<file path="src/rtl/gci_special_pkg.sv">
// Shared constants and types for the GCI special-address scanner.
// Special address map, scanner state encoding and allocation-table entry layout.
package gci_special_pkg;

  localparam logic [7:0] ADDR_USEMEMSIZE = 8'h00;
  localparam logic [7:0] ADDR_PRIORITY   = 8'h01;
  localparam logic [7:0] ADDR_BASE       = 8'h02;

  typedef enum logic [2:0] {
    ST_IDLE    = 3'd0,
    ST_RD_SIZE = 3'd1,
    ST_RD_PRI  = 3'd2,
    ST_CALC    = 3'd3,
    ST_WR_BASE = 3'd4,
    ST_DONE    = 3'd5
  } state_e;

  typedef struct packed {
    logic        valid;
    logic [31:0] base;
    logic [31:0] size;
    logic [31:0] prio;
  } tbl_entry_t;

endpackage

</file>
<file path="src/rtl/gci_special_scanner_if.sv">
// Host-to-device special-port bus: one-hot select, request, direction, address and data.
interface gci_special_scanner_if #(
  parameter int DEVICE_NUM = 4
);
  logic [DEVICE_NUM-1:0] oSPECIAL_SEL;
  logic                  oSPECIAL_REQ;
  logic                  oSPECIAL_RW;
  logic [7:0]            oSPECIAL_ADDR;
  logic [31:0]           oSPECIAL_DATA;
  logic [31:0]           iSPECIAL_DATA;

  modport master (
    output oSPECIAL_SEL, oSPECIAL_REQ, oSPECIAL_RW, oSPECIAL_ADDR, oSPECIAL_DATA,
    input  iSPECIAL_DATA
  );

  modport slave (
    input  oSPECIAL_SEL, oSPECIAL_REQ, oSPECIAL_RW, oSPECIAL_ADDR, oSPECIAL_DATA,
    output iSPECIAL_DATA
  );
endinterface

</file>
<file path="src/rtl/gci_special_alloc_table.sv">
// Per-device allocation table: one write port, combinational read, synchronous clear.
// Out-of-range read indices return an all-zero entry.
module gci_special_alloc_table
  import gci_special_pkg::*;
#(
  parameter int DEVICE_NUM = 4
) (
  input  logic       iCLOCK,
  input  logic       inRESET,
  input  logic       clr_i,
  input  logic       we_i,
  input  logic [3:0] widx_i,
  input  tbl_entry_t wentry_i,
  input  logic [3:0] ridx_i,
  output tbl_entry_t rentry_o
);

  tbl_entry_t tbl_q [DEVICE_NUM];

  always_ff @(posedge iCLOCK or negedge inRESET) begin
    if (!inRESET) begin
      for (int i = 0; i < DEVICE_NUM; i++) tbl_q[i] <= '0;
    end else if (clr_i) begin
      for (int i = 0; i < DEVICE_NUM; i++) tbl_q[i] <= '0;
    end else if (we_i) begin
      for (int i = 0; i < DEVICE_NUM; i++) begin
        if (widx_i == 4'(i)) tbl_q[i] <= wentry_i;
      end
    end
  end

  always_comb begin
    rentry_o = '0;
    for (int i = 0; i < DEVICE_NUM; i++) begin
      if (ridx_i == 4'(i)) rentry_o = tbl_q[i];
    end
  end

endmodule

</file>
<file path="src/rtl/gci_special_scanner.sv">
// Walks every device's special space: reads size and priority, allocates a window, writes the base back.
// Four cycles per device; all special-port outputs are registered from the next state.
module gci_special_scanner
  import gci_special_pkg::*;
#(
  parameter int          DEVICE_NUM  = 4,
  parameter logic [31:0] ALLOC_BASE  = 32'h0000_0000,
  parameter logic [31:0] ALLOC_LIMIT = 32'h0001_0000
) (
  input  logic                  iCLOCK,
  input  logic                  inRESET,
  input  logic                  iSTART,
  output logic                  oBUSY,
  output logic                  oDONE,
  output logic                  oERROR,
  gci_special_scanner_if.master sp,
  input  logic [3:0]            iTBL_ID,
  output logic                  oTBL_VALID,
  output logic [31:0]           oTBL_BASE,
  output logic [31:0]           oTBL_SIZE,
  output logic [31:0]           oTBL_PRIORITY
);

  localparam logic [3:0] LAST_IDX = 4'(DEVICE_NUM - 1);

  state_e                state_q, state_d;
  logic [3:0]            idx_q, idx_d;
  logic [31:0]           ptr_q, ptr_d;
  logic [31:0]           size_q, size_d;
  logic [31:0]           prio_q, prio_d;
  logic                  err_q, err_d;
  logic                  busy_q, busy_d;
  logic                  done_q, done_d;
  logic [DEVICE_NUM-1:0] sel_q, sel_d;
  logic                  req_q, req_d;
  logic                  rw_q, rw_d;
  logic [7:0]            addr_q, addr_d;
  logic [31:0]           data_q, data_d;

  logic [DEVICE_NUM-1:0] onehot_w;
  logic [32:0]           end_w;
  logic                  ovf_w;
  logic                  tbl_clr, tbl_we;
  tbl_entry_t            tbl_wentry, tbl_rentry;

  // 33-bit sum so a carry out of the pointer counts as overflow instead of wrapping.
  assign end_w = {1'b0, ptr_q} + {1'b0, size_q};
  assign ovf_w = err_q || (end_w > {1'b0, ALLOC_LIMIT});

  always_comb begin
    state_d    = state_q;
    idx_d      = idx_q;
    ptr_d      = ptr_q;
    size_d     = size_q;
    prio_d     = prio_q;
    err_d      = err_q;
    tbl_clr    = 1'b0;
    tbl_we     = 1'b0;
    tbl_wentry = '0;
    case (state_q)
      ST_IDLE: begin
        if (iSTART) begin
          tbl_clr = 1'b1;
          err_d   = 1'b0;
          idx_d   = '0;
          ptr_d   = ALLOC_BASE;
          state_d = ST_RD_SIZE;
        end
      end
      ST_RD_SIZE: begin
        size_d  = sp.iSPECIAL_DATA;
        state_d = ST_RD_PRI;
      end
      ST_RD_PRI: begin
        prio_d  = sp.iSPECIAL_DATA;
        state_d = ST_CALC;
      end
      ST_CALC: begin
        tbl_we          = 1'b1;
        tbl_wentry.size = size_q;
        tbl_wentry.prio = prio_q;
        if (size_q != '0) begin
          if (ovf_w) begin
            err_d = 1'b1;
          end else begin
            tbl_wentry.valid = 1'b1;
            tbl_wentry.base  = ptr_q;
            ptr_d            = end_w[31:0];
          end
        end
        state_d = ST_WR_BASE;
      end
      ST_WR_BASE: begin
        if (idx_q == LAST_IDX) begin
          state_d = ST_DONE;
        end else begin
          idx_d   = idx_q + 4'd1;
          state_d = ST_RD_SIZE;
        end
      end
      ST_DONE: state_d = ST_IDLE;
      default: state_d = ST_IDLE;
    endcase
  end

  always_comb begin
    onehot_w = '0;
    for (int i = 0; i < DEVICE_NUM; i++) onehot_w[i] = (idx_d == 4'(i));
  end

  // Port outputs are decoded from the next state so they are registered and stable across each access.
  always_comb begin
    busy_d = (state_d != ST_IDLE);
    done_d = (state_d == ST_DONE);
    sel_d  = '0;
    req_d  = 1'b0;
    rw_d   = 1'b0;
    addr_d = '0;
    data_d = '0;
    case (state_d)
      ST_RD_SIZE: begin
        req_d  = 1'b1;
        sel_d  = onehot_w;
        addr_d = ADDR_USEMEMSIZE;
      end
      ST_RD_PRI: begin
        req_d  = 1'b1;
        sel_d  = onehot_w;
        addr_d = ADDR_PRIORITY;
      end
      ST_WR_BASE: begin
        req_d  = 1'b1;
        rw_d   = 1'b1;
        sel_d  = onehot_w;
        addr_d = ADDR_BASE;
        data_d = tbl_wentry.base;
      end
      default: ;
    endcase
  end

  always_ff @(posedge iCLOCK or negedge inRESET) begin
    if (!inRESET) begin
      state_q <= ST_IDLE;
      idx_q   <= '0;
      ptr_q   <= '0;
      size_q  <= '0;
      prio_q  <= '0;
      err_q   <= 1'b0;
      busy_q  <= 1'b0;
      done_q  <= 1'b0;
      sel_q   <= '0;
      req_q   <= 1'b0;
      rw_q    <= 1'b0;
      addr_q  <= '0;
      data_q  <= '0;
    end else begin
      state_q <= state_d;
      idx_q   <= idx_d;
      ptr_q   <= ptr_d;
      size_q  <= size_d;
      prio_q  <= prio_d;
      err_q   <= err_d;
      busy_q  <= busy_d;
      done_q  <= done_d;
      sel_q   <= sel_d;
      req_q   <= req_d;
      rw_q    <= rw_d;
      addr_q  <= addr_d;
      data_q  <= data_d;
    end
  end

  gci_special_alloc_table #(.DEVICE_NUM(DEVICE_NUM)) u_table (
    .iCLOCK   (iCLOCK),
    .inRESET  (inRESET),
    .clr_i    (tbl_clr),
    .we_i     (tbl_we),
    .widx_i   (idx_q),
    .wentry_i (tbl_wentry),
    .ridx_i   (iTBL_ID),
    .rentry_o (tbl_rentry)
  );

  assign oBUSY            = busy_q;
  assign oDONE            = done_q;
  assign oERROR           = err_q;
  assign sp.oSPECIAL_SEL  = sel_q;
  assign sp.oSPECIAL_REQ  = req_q;
  assign sp.oSPECIAL_RW   = rw_q;
  assign sp.oSPECIAL_ADDR = addr_q;
  assign sp.oSPECIAL_DATA = data_q;
  assign oTBL_VALID       = tbl_rentry.valid;
  assign oTBL_BASE        = tbl_rentry.base;
  assign oTBL_SIZE        = tbl_rentry.size;
  assign oTBL_PRIORITY    = tbl_rentry.prio;

endmodule

</file>
<file path="src/flat_wrapper.sv">
// flat-port wrapper written by rule: the top's interface ports become plain ports
module gci_special_scanner_flat import gci_special_pkg::*;
#(
  parameter int          DEVICE_NUM  = 4,
  parameter logic [31:0] ALLOC_BASE  = 32'h0000_0000,
  parameter logic [31:0] ALLOC_LIMIT = 32'h0001_0000
)
  (iCLOCK, inRESET, iSTART, oBUSY, oDONE, oERROR, iTBL_ID, oTBL_VALID, oTBL_BASE, oTBL_SIZE, oTBL_PRIORITY, sp_oSPECIAL_SEL, sp_oSPECIAL_REQ, sp_oSPECIAL_RW, sp_oSPECIAL_ADDR, sp_oSPECIAL_DATA, sp_iSPECIAL_DATA);
  gci_special_scanner_if #(.DEVICE_NUM(DEVICE_NUM)) sp_i ();
  input  logic iCLOCK;
  input  logic inRESET;
  input  logic iSTART;
  output logic oBUSY;
  output logic oDONE;
  output logic oERROR;
  input  logic [3:0] iTBL_ID;
  output logic oTBL_VALID;
  output logic [31:0] oTBL_BASE;
  output logic [31:0] oTBL_SIZE;
  output logic [31:0] oTBL_PRIORITY;
  output wire logic [$bits(sp_i.oSPECIAL_SEL)-1:0] sp_oSPECIAL_SEL;
  output wire logic [$bits(sp_i.oSPECIAL_REQ)-1:0] sp_oSPECIAL_REQ;
  output wire logic [$bits(sp_i.oSPECIAL_RW)-1:0] sp_oSPECIAL_RW;
  output wire logic [$bits(sp_i.oSPECIAL_ADDR)-1:0] sp_oSPECIAL_ADDR;
  output wire logic [$bits(sp_i.oSPECIAL_DATA)-1:0] sp_oSPECIAL_DATA;
  input wire logic [$bits(sp_i.iSPECIAL_DATA)-1:0] sp_iSPECIAL_DATA;
  assign sp_oSPECIAL_SEL = sp_i.oSPECIAL_SEL;
  assign sp_oSPECIAL_REQ = sp_i.oSPECIAL_REQ;
  assign sp_oSPECIAL_RW = sp_i.oSPECIAL_RW;
  assign sp_oSPECIAL_ADDR = sp_i.oSPECIAL_ADDR;
  assign sp_oSPECIAL_DATA = sp_i.oSPECIAL_DATA;
  assign sp_i.iSPECIAL_DATA = sp_iSPECIAL_DATA;
  gci_special_scanner #(.DEVICE_NUM(DEVICE_NUM), .ALLOC_BASE(ALLOC_BASE), .ALLOC_LIMIT(ALLOC_LIMIT)) u_core (.iCLOCK(iCLOCK), .inRESET(inRESET), .iSTART(iSTART), .oBUSY(oBUSY), .oDONE(oDONE), .oERROR(oERROR), .sp(sp_i), .iTBL_ID(iTBL_ID), .oTBL_VALID(oTBL_VALID), .oTBL_BASE(oTBL_BASE), .oTBL_SIZE(oTBL_SIZE), .oTBL_PRIORITY(oTBL_PRIORITY));
endmodule
</file>
<file path="config.mk">
export PLATFORM = sky130hd
export DESIGN_NAME = gci_special_scanner_flat
export DESIGN_NICKNAME = d
export VERILOG_FILES = /design/src/rtl/gci_special_pkg.sv /design/src/rtl/gci_special_scanner_if.sv /design/src/rtl/gci_special_alloc_table.sv /design/src/rtl/gci_special_scanner.sv /design/src/flat_wrapper.sv
export SDC_FILE = /design/constraint.sdc
export NUM_CORES = 1
export LEC_CHECK = 0
export CAP_MARGIN = 20
export CORE_MARGIN = 3
export CORE_UTILIZATION = 55
export DETAILED_ROUTE_END_ITERATION = 8
export GPL_TIMING_DRIVEN = 0
export PLACE_DENSITY = 0.72
export SLEW_MARGIN = 5
export SYNTH_ARGS = -nofsm -noshare
export SYNTH_HDL_FRONTEND = slang
export SYNTH_SLANG_ARGS = --single-unit
</file>
<file path="constraint.sdc">
create_clock -name iCLOCK -period 4.6 [get_ports iCLOCK]
set_clock_uncertainty 0.15 [all_clocks]
set_input_delay 0.92 -clock iCLOCK [delete_from_list [all_inputs] [get_ports iCLOCK]]
set_output_delay 0.92 -clock iCLOCK [all_outputs]
set_load 0.01 [all_outputs]
</file>
==> results of run 1 <==
-- cell usage after synthesis (all sizes together), types with 3 or more instances --
cell,n
nand2,599
dfrtp,534
nand3,282
a21oi,237
clkbuf,191
o21ai,161
mux2i,113
o31ai,77
a22oi,73
mux2,66
inv,44
nor3,43
buf,38
nor2,38
ha,36
a221oi,28
and3,18
nor4,16
xor2,13
xnor2,12
nand4,10
a21o,7
and2,7
nor2b,6
a211oi,4
nand2b,4
nand4b,4
or3,4
nor3b,3
o211ai,3
o21a,3
o21bai,3
or2,3
or4,3
-- flip-flops by register name, indices dropped and copies added (netlist names) --
signal                   flops
u_core.oDONE                 1
u_core.size_q               32
u_core.idx_q                 4
u_core.sp.oSPECIAL_ADDR      2
u_core.u_table.tbl_q       388
u_core.sp.oSPECIAL_SEL       4
u_core.sp.oSPECIAL_DATA     32
u_core.sp.oSPECIAL_RW        1
u_core.state_q               3
u_core.sp.oSPECIAL_REQ       1
u_core.oBUSY                 1
u_core.ptr_q                32
u_core.oERROR                1
u_core.prio_q               32
-- path summary, 6_finish.rpt --
path                                                          to                                   from  slack [ps]
min reg2reg                u_core.u_table.tbl_q[266]$_DFFE_PN0P_  u_core.u_table.tbl_q[266]$_DFFE_PN0P_         340
min                          u_core.u_table.tbl_q[6]$_DFFE_PN0P_                                inRESET         150
min in group iCLOCK        u_core.u_table.tbl_q[266]$_DFFE_PN0P_  u_core.u_table.tbl_q[266]$_DFFE_PN0P_         340
max reg2reg                 u_core.u_table.tbl_q[72]$_DFFE_PN0P_           u_core.size_q[2]$_DFFE_PN0P_         100
max                                                 oTBL_SIZE[5]                             iTBL_ID[3]          -8
max in group asynchronous  u_core.u_table.tbl_q[248]$_DFFE_PN0P_                                inRESET        2570
-- report_power, final --
group	switching [W]	total [W]	leakage [nW]	internal, W
clock network	0.00192	0.00458	0.910	0.00266
registers	0.00118	0.00679	7.25	0.00561
logic	0.00286	0.00435	5.11	0.00150
total	0.00595	0.0157	13.3	0.00977
-- stage by stage --
stage	instance area, um2	hold slack (ps)	power [W]	util, %
2_1_floorplan	25600	299	0.00902	-
3_3_place_gp	28100	315	0.0108	61.5
3_5_place_dp	28300	324	0.0110	62.0
4_1_cts	30200	197	0.0155	66.2
5_1_grt	30400	223	0.0163	66.5
6_report	30400	154	0.0157	66.5
-- layer usage --
metal | track usage (%) | part of all wire, %
met1 | 49.3 | 39
met2 | 56.7 | 45
met3 | 7.90 | 10
met4 | 17.3 | 5.0
met5 | 0 | 0.014
-- worst max-delay path, cell delays in order --
cell             delay (ps)
clkdlybuf4s50_1         560
nor2_1                  250
nand2_2                 280
clkbuf_1                360
o21ai_0                 510
clkdlybuf4s50_1         640
-- cell families (layout without fill, tap and decap cells) --
family          Yosys count  after routing
mux                     179            179
flops                   534            534
other cells               1              8
buf+inv                 273            564
xor+xnor                 25             25
compound gates          617            617
fa+ha+maj                37             37
simple gates           1048           1048
-- area by class of cell --
class / instances / area [um2] / area share (%)
Sequential cell: 534 / 13400 / 44.0
Multi-Input combinational cell: 1912 / 11200 / 37.0
Timing Repair Buffer: 194 / 2000 / 6.59
Clock buffer: 82 / 1630 / 5.37
Buffer: 227 / 1000 / 3.29
Tap cell: 600 / 751 / 2.47
Clock inverter: 17 / 213 / 0.701
Inverter: 44 / 165 / 0.544
Antenna cell: 2 / 5.00 / 0.0165
-- repair_timing --
item | CTS | global route
resized for setup | 44 | 33
setup buffers | 2 | 4
gates cloned | 0 | 0
endpoints found under the setup margin | 253 | 234
pin swaps | 1 | 4
==> reports/metrics.cfg, run 1 <==
[outcome]
status = finished, violations left
violations = setup timing

[global_route]
grt_max_degree = 120
grt_pass1_wl_mm = 139
grt_overflow = 0
grt_use_total_pct = 36.5
grt_pass1_vias = 22818
antenna_found_initial = 1

[timing]
slew_viol_final = 0
layout_setup_ws_ps = -8.23
period_share_pct = 100
worst_pin_slew_ps = 1190
finalHoldViolCount = 0
rsz0062_at_grt = no
final.setup.tns_ps = -8.23
finalSetupViolCount = 1
slew_headroom_pct = 20.6
fin_crit_ps = 4610
max_freq_ghz = 0.217

[setup_path]
start_kind = primary input
critPathArrivalTime_ps = 3540
crit_fanout = 10
r2r_cells = 14
endpoint_kind = output port
cp.required_ps = 3530
path_class = primary input to output port

[yosys]
netlist_instances = 2714
synth_xor_area_share_pct = 0.856
ys_seq_elements = 534
synth_top_family_by_area = simple AND/OR/NAND/NOR gates
synthSimpleGateAreaFrac_pct = 18.0
synth_top_area_cell = dfrtp_1
synth_flop_cell = dfrtp_1
yosysTopAreaCellShare_pct = 52.3
synthesis.area_mm2 = 0.0256
yosys-top-cells-area = dfrtp_1, nand2_1, nand3_1
yosys.area_share.adder_pct = 1.84
synth_cell_type_count = 62
avgSynthCellArea_um2 = 9.42
synthArstFlopShare_pct = 100
synth-edff-count = 0
synth-warning-count = 0
synth_mux_area_share_pct = 7.33
ys_seq_area_share_pct = 52.3
synth-compound-area-share_pct = 15.4

[worst_hold_path]
min_path_type = primary input to asynchronous set/reset pin

[floorplan]
die_x_um = 222
floorplan.initialDensity_pct = 56.0
ios = 185
fp.dieArea_mm2 = 0.0491
row_count = 78
dieHeight_um = 222
core_mm2 = 0.0457

[place]
numPortBuffers = 177
dp_cells = 3507
gp_congestion = 0.922
dp_hpwl_mm = 64.8
pre_cts_ws_ps = -757

[cts]
clock_latency_ps = 630
cts.sinks = 534
cts.path.max_buffers = 3
cts_root_buf = clkbuf_16
path_clk_slew_ps = 60
cts_tree = built
postCtsHoldBufs = 0
cts_made_buffers = 55
htreeDepth = 2

[power_and_ir_drop]
vdd_drop_max_uv = 340
leakagePower_nw = 13.3
power_density_mw_per_mm2 = 518

[cells_and_area]
final_common_cell = nand2_1
area_growth_syn_to_layout_pct = 18.8
fillers = 3659
final_cells = 3612
finalNetCount = 3044
layout-drive-gt1-share_pct = 9.60
layout_common_cells = nand2_1, dfrtp_1, nand3_1

[detailed_routing]
firstDrtPassIters = 6
wirelength_mm = 91.5
drc = 0
vias_per_cell = 6.40
drt_iter0_markers = 3199
antenna_left = 0
post_drt_wl_per_cell_um = 25.3
via_count = 23111

[job]
max_cap_violations = 0

Note: power is estimated with default switching activity, not from simulation.
==> inputs of run 2 (changes only) <==
MAX_ROUTING_LAYER = met4   (was not set)
TNS_END_PERCENT = 50   (was not set)
==> reports/metrics.cfg, run 2 (same netlist as run 1, synthesis figures left out) <==
[timing]
fin_crit_ps = 4590  ; -21.6 ps
final.setup.tns_ps = 0  ; +8.23 ps
finalSetupViolCount = 0  ; -1
rsz0062_at_grt = yes
fin_hold_ws_ps = 336  ; +182 ps
period_share_pct = 99.7  ; -0.47 points
layout_setup_ws_ps = 13.4  ; +21.6 ps
slew_viol_final = 0  ; unchanged
finalHoldViolCount = 0  ; unchanged
slew_headroom_pct = 19.3  ; -1.3 points
worst_pin_slew_ps = 1210  ; +20.1 ps
max_freq_ghz = 0.218  ; +0.47%

[detailed_routing]
wirelength_mm = 92.9  ; +1.5%
firstDrtPassIters = 7  ; +1
drt_iter0_markers = 3077  ; -3.8%
via_count = 23240  ; +0.56%
drc = 0  ; unchanged
vias_per_cell = 6.43  ; +0.45%
post_drt_wl_per_cell_um = 25.7  ; +1.4%
antenna_left = 0  ; unchanged

[global_route]
grt_pass1_vias = 22857  ; +0.17%
grt_pass1_wl_mm = 140  ; +1.0%
grt_max_degree = 119  ; -0.83%
grt_use_total_pct = 38.1  ; +1.6 points
grt_overflow = 0  ; unchanged
antenna_found_initial = 3  ; +2

[cts]
cts.path.max_buffers = 3  ; unchanged
cts.sinks = 534  ; unchanged
cts_tree = built
clock_latency_ps = 640  ; about the same
cts_root_buf = clkbuf_16
htreeDepth = 2  ; unchanged
path_clk_slew_ps = 60  ; about the same
cts_made_buffers = 54  ; -1.8%

[cells_and_area]
design_area_mm2 = 0.0305  ; +0.56%
multi_input_area_mm2 = 0.0112  ; +0.19%
area_growth_syn_to_layout_pct = 19.4
largest_reg_flops = 388  ; unchanged
fillers = 3758  ; +2.7%
top_register = u_core.u_table.tbl_q
layout_common_cells = nand2_1, dfrtp_1, nand3_1
register_area_mm2 = 0.0134  ; about the same
finalNetCount = 3046  ; +0.066%
final_common_cell = nand2_1
layout-drive-gt1-share_pct = 9.95  ; +0.35 points

[place]
numPortBuffers = 177  ; unchanged
gp_congestion = 0.940  ; +1.9%
pre_cts_ws_ps = -1010  ; -250 ps
dp_hpwl_mm = 65.9  ; +1.7%
dpl-instance-area_mm2 = 0.0283  ; +0.13%

[setup_path]
cp_num_buf_inv = 5  ; +2
cp.required_ps = 3530  ; about the same
endpoint_kind = output port
crit_fanout = 10  ; unchanged
r2r_slack_ps = 130  ; +30 ps
crit_family = buffers and inverters
cp_slowest_cell = clkdlybuf4s15_2
r2r-end = u_core.u_table.tbl_q[205]$_DFFE_PN0P_
regToRegStartpoint = u_core.state_q[2]$_DFF_PN0_
critPathArrivalTime_ps = 3520  ; -20 ps
cpPeakStageDelay_ps = 630  ; about the same
r2r_cells = 9  ; -5
start_kind = primary input
path_cells = clkbuf_2, buf_6, buf_2, clkdlybuf4s15_2, mux2i_1, a21oi_1, clkdlybuf4s50_1
path_class = primary input to output port

[floorplan]
dieHeight_um = 222  ; unchanged
core_mm2 = 0.0457  ; unchanged
fp.dieArea_mm2 = 0.0491  ; unchanged
ios = 185  ; unchanged
floorplan.initialDensity_pct = 56.0  ; unchanged
row_count = 78  ; unchanged
die_x_um = 222  ; unchanged

[power_and_ir_drop]
total_power_w = 0.0159  ; +1.3%
power_density_mw_per_mm2 = 522  ; +0.75%
vdd_drop_max_uv = 362  ; +6.3%
leakagePower_nw = 13.4  ; +0.85%

[worst_hold_path]
hold_depth = 2
worstHoldStart = u_core.u_table.tbl_q[193]$_DFFE_PN0P_
min_path_type = flip-flop to flip-flop
min_to = u_core.u_table.tbl_q[193]$_DFFE_PN0P_

[outcome]
status = completed

[job]
max_cap_violations = 0  ; unchanged

==> run 2: changes by cell type in the layout (fill, tap and decap cells not counted), sizes merged <==
cell | previous run | this run
clkdlybuf4s50 | 176 | 173
dlygate4sd3 | 0 | 1
bufinv | 4 | 5
clkdlybuf4s15 | 2 | 1
buf | 57 | 60
dlymetal6s2s | 0 | 3
==> run 2: metrics by stage <==
| stage | std cells | util (%) |
|---|---|---|
| after CTS | 3608 | 66.5 |
| after global routing | 3616 | 66.8 |
| final | 3616 | 66.8 |
| after floorplan | 2719 | - |
| after global placement | 3496 | 61.5 |
| after detailed placement | 3508 | 62.1 |
==> run 2: worst register-to-register path: stages (launching register included) <==
cell	delay (ps)
dfrtp_1	340
clkbuf_1	260
nand3b_1	510
inv_1	310
clkbuf_1	310
nand3_1	520
clkbuf_1	810
buf_1	900
nand3_1	180
nand2_1	120
==> run 2: area by class of cell <==
type                            count  share of cell area (%)
Sequential cell                   534                    43.8
Inverter                           44                   0.541
Tap cell                          600                    2.46
Clock inverter                     18                   0.795
Timing Repair Buffer              197                    6.76
Buffer                            227                    3.25
Antenna cell                        2                  0.0164
Multi-Input combinational cell   1912                    36.8
Clock buffer                       82                    5.53
==> run 2: worst max path at each step <==
stage               start                                    end  cells after the start
2_1_floorplan  iTBL_ID[0]                           oTBL_BASE[1]                      6
3_3_place_gp      inRESET  u_core.u_table.tbl_q[154]$_DFFE_PN0P_                      1
3_5_place_dp   iTBL_ID[0]                          oTBL_BASE[31]                      7
4_1_cts        iTBL_ID[3]                          oTBL_BASE[31]                      7
5_1_grt        iTBL_ID[2]                      oTBL_PRIORITY[19]                      7
6_report       iTBL_ID[0]                           oTBL_SIZE[8]                      7
==> run 2: per-layer routing <==
| metal | share of wire [%] | routed length (um) | vias to the layer above | GRT usage [%] |
|---|---|---|---|---|
| met5 | 0 | 0 | - | - |
| met4 | 5.0 | 4630 | 0 | 17.7 |
| met3 | 11 | 9860 | 271 | 8.06 |
| met2 | 46 | 42300 | 1455 | 57.3 |
| met1 | 39 | 36100 | 11489 | 50.0 |
| li1 | - | - | 10025 | - |
==> run 2: timing repair <==
action / 4_1_cts / 5_1_grt
pin swaps: 0 / 6
endpoints found under the hold margin: 2 / 0
resized for setup: 47 / 35
endpoints found under the setup margin: 283 / 206
buffers inserted: 1 / 6
hold buffers: 1 / 0
==> run 2: report_power, final <==
group | switching [W] | total (W) | internal (W)
clock network | 0.00193 | 0.00474 | 0.00281
registers | 0.00115 | 0.00677 | 0.00561
logic | 0.00290 | 0.00442 | 0.00153
total | 0.00598 | 0.0159 | 0.00995
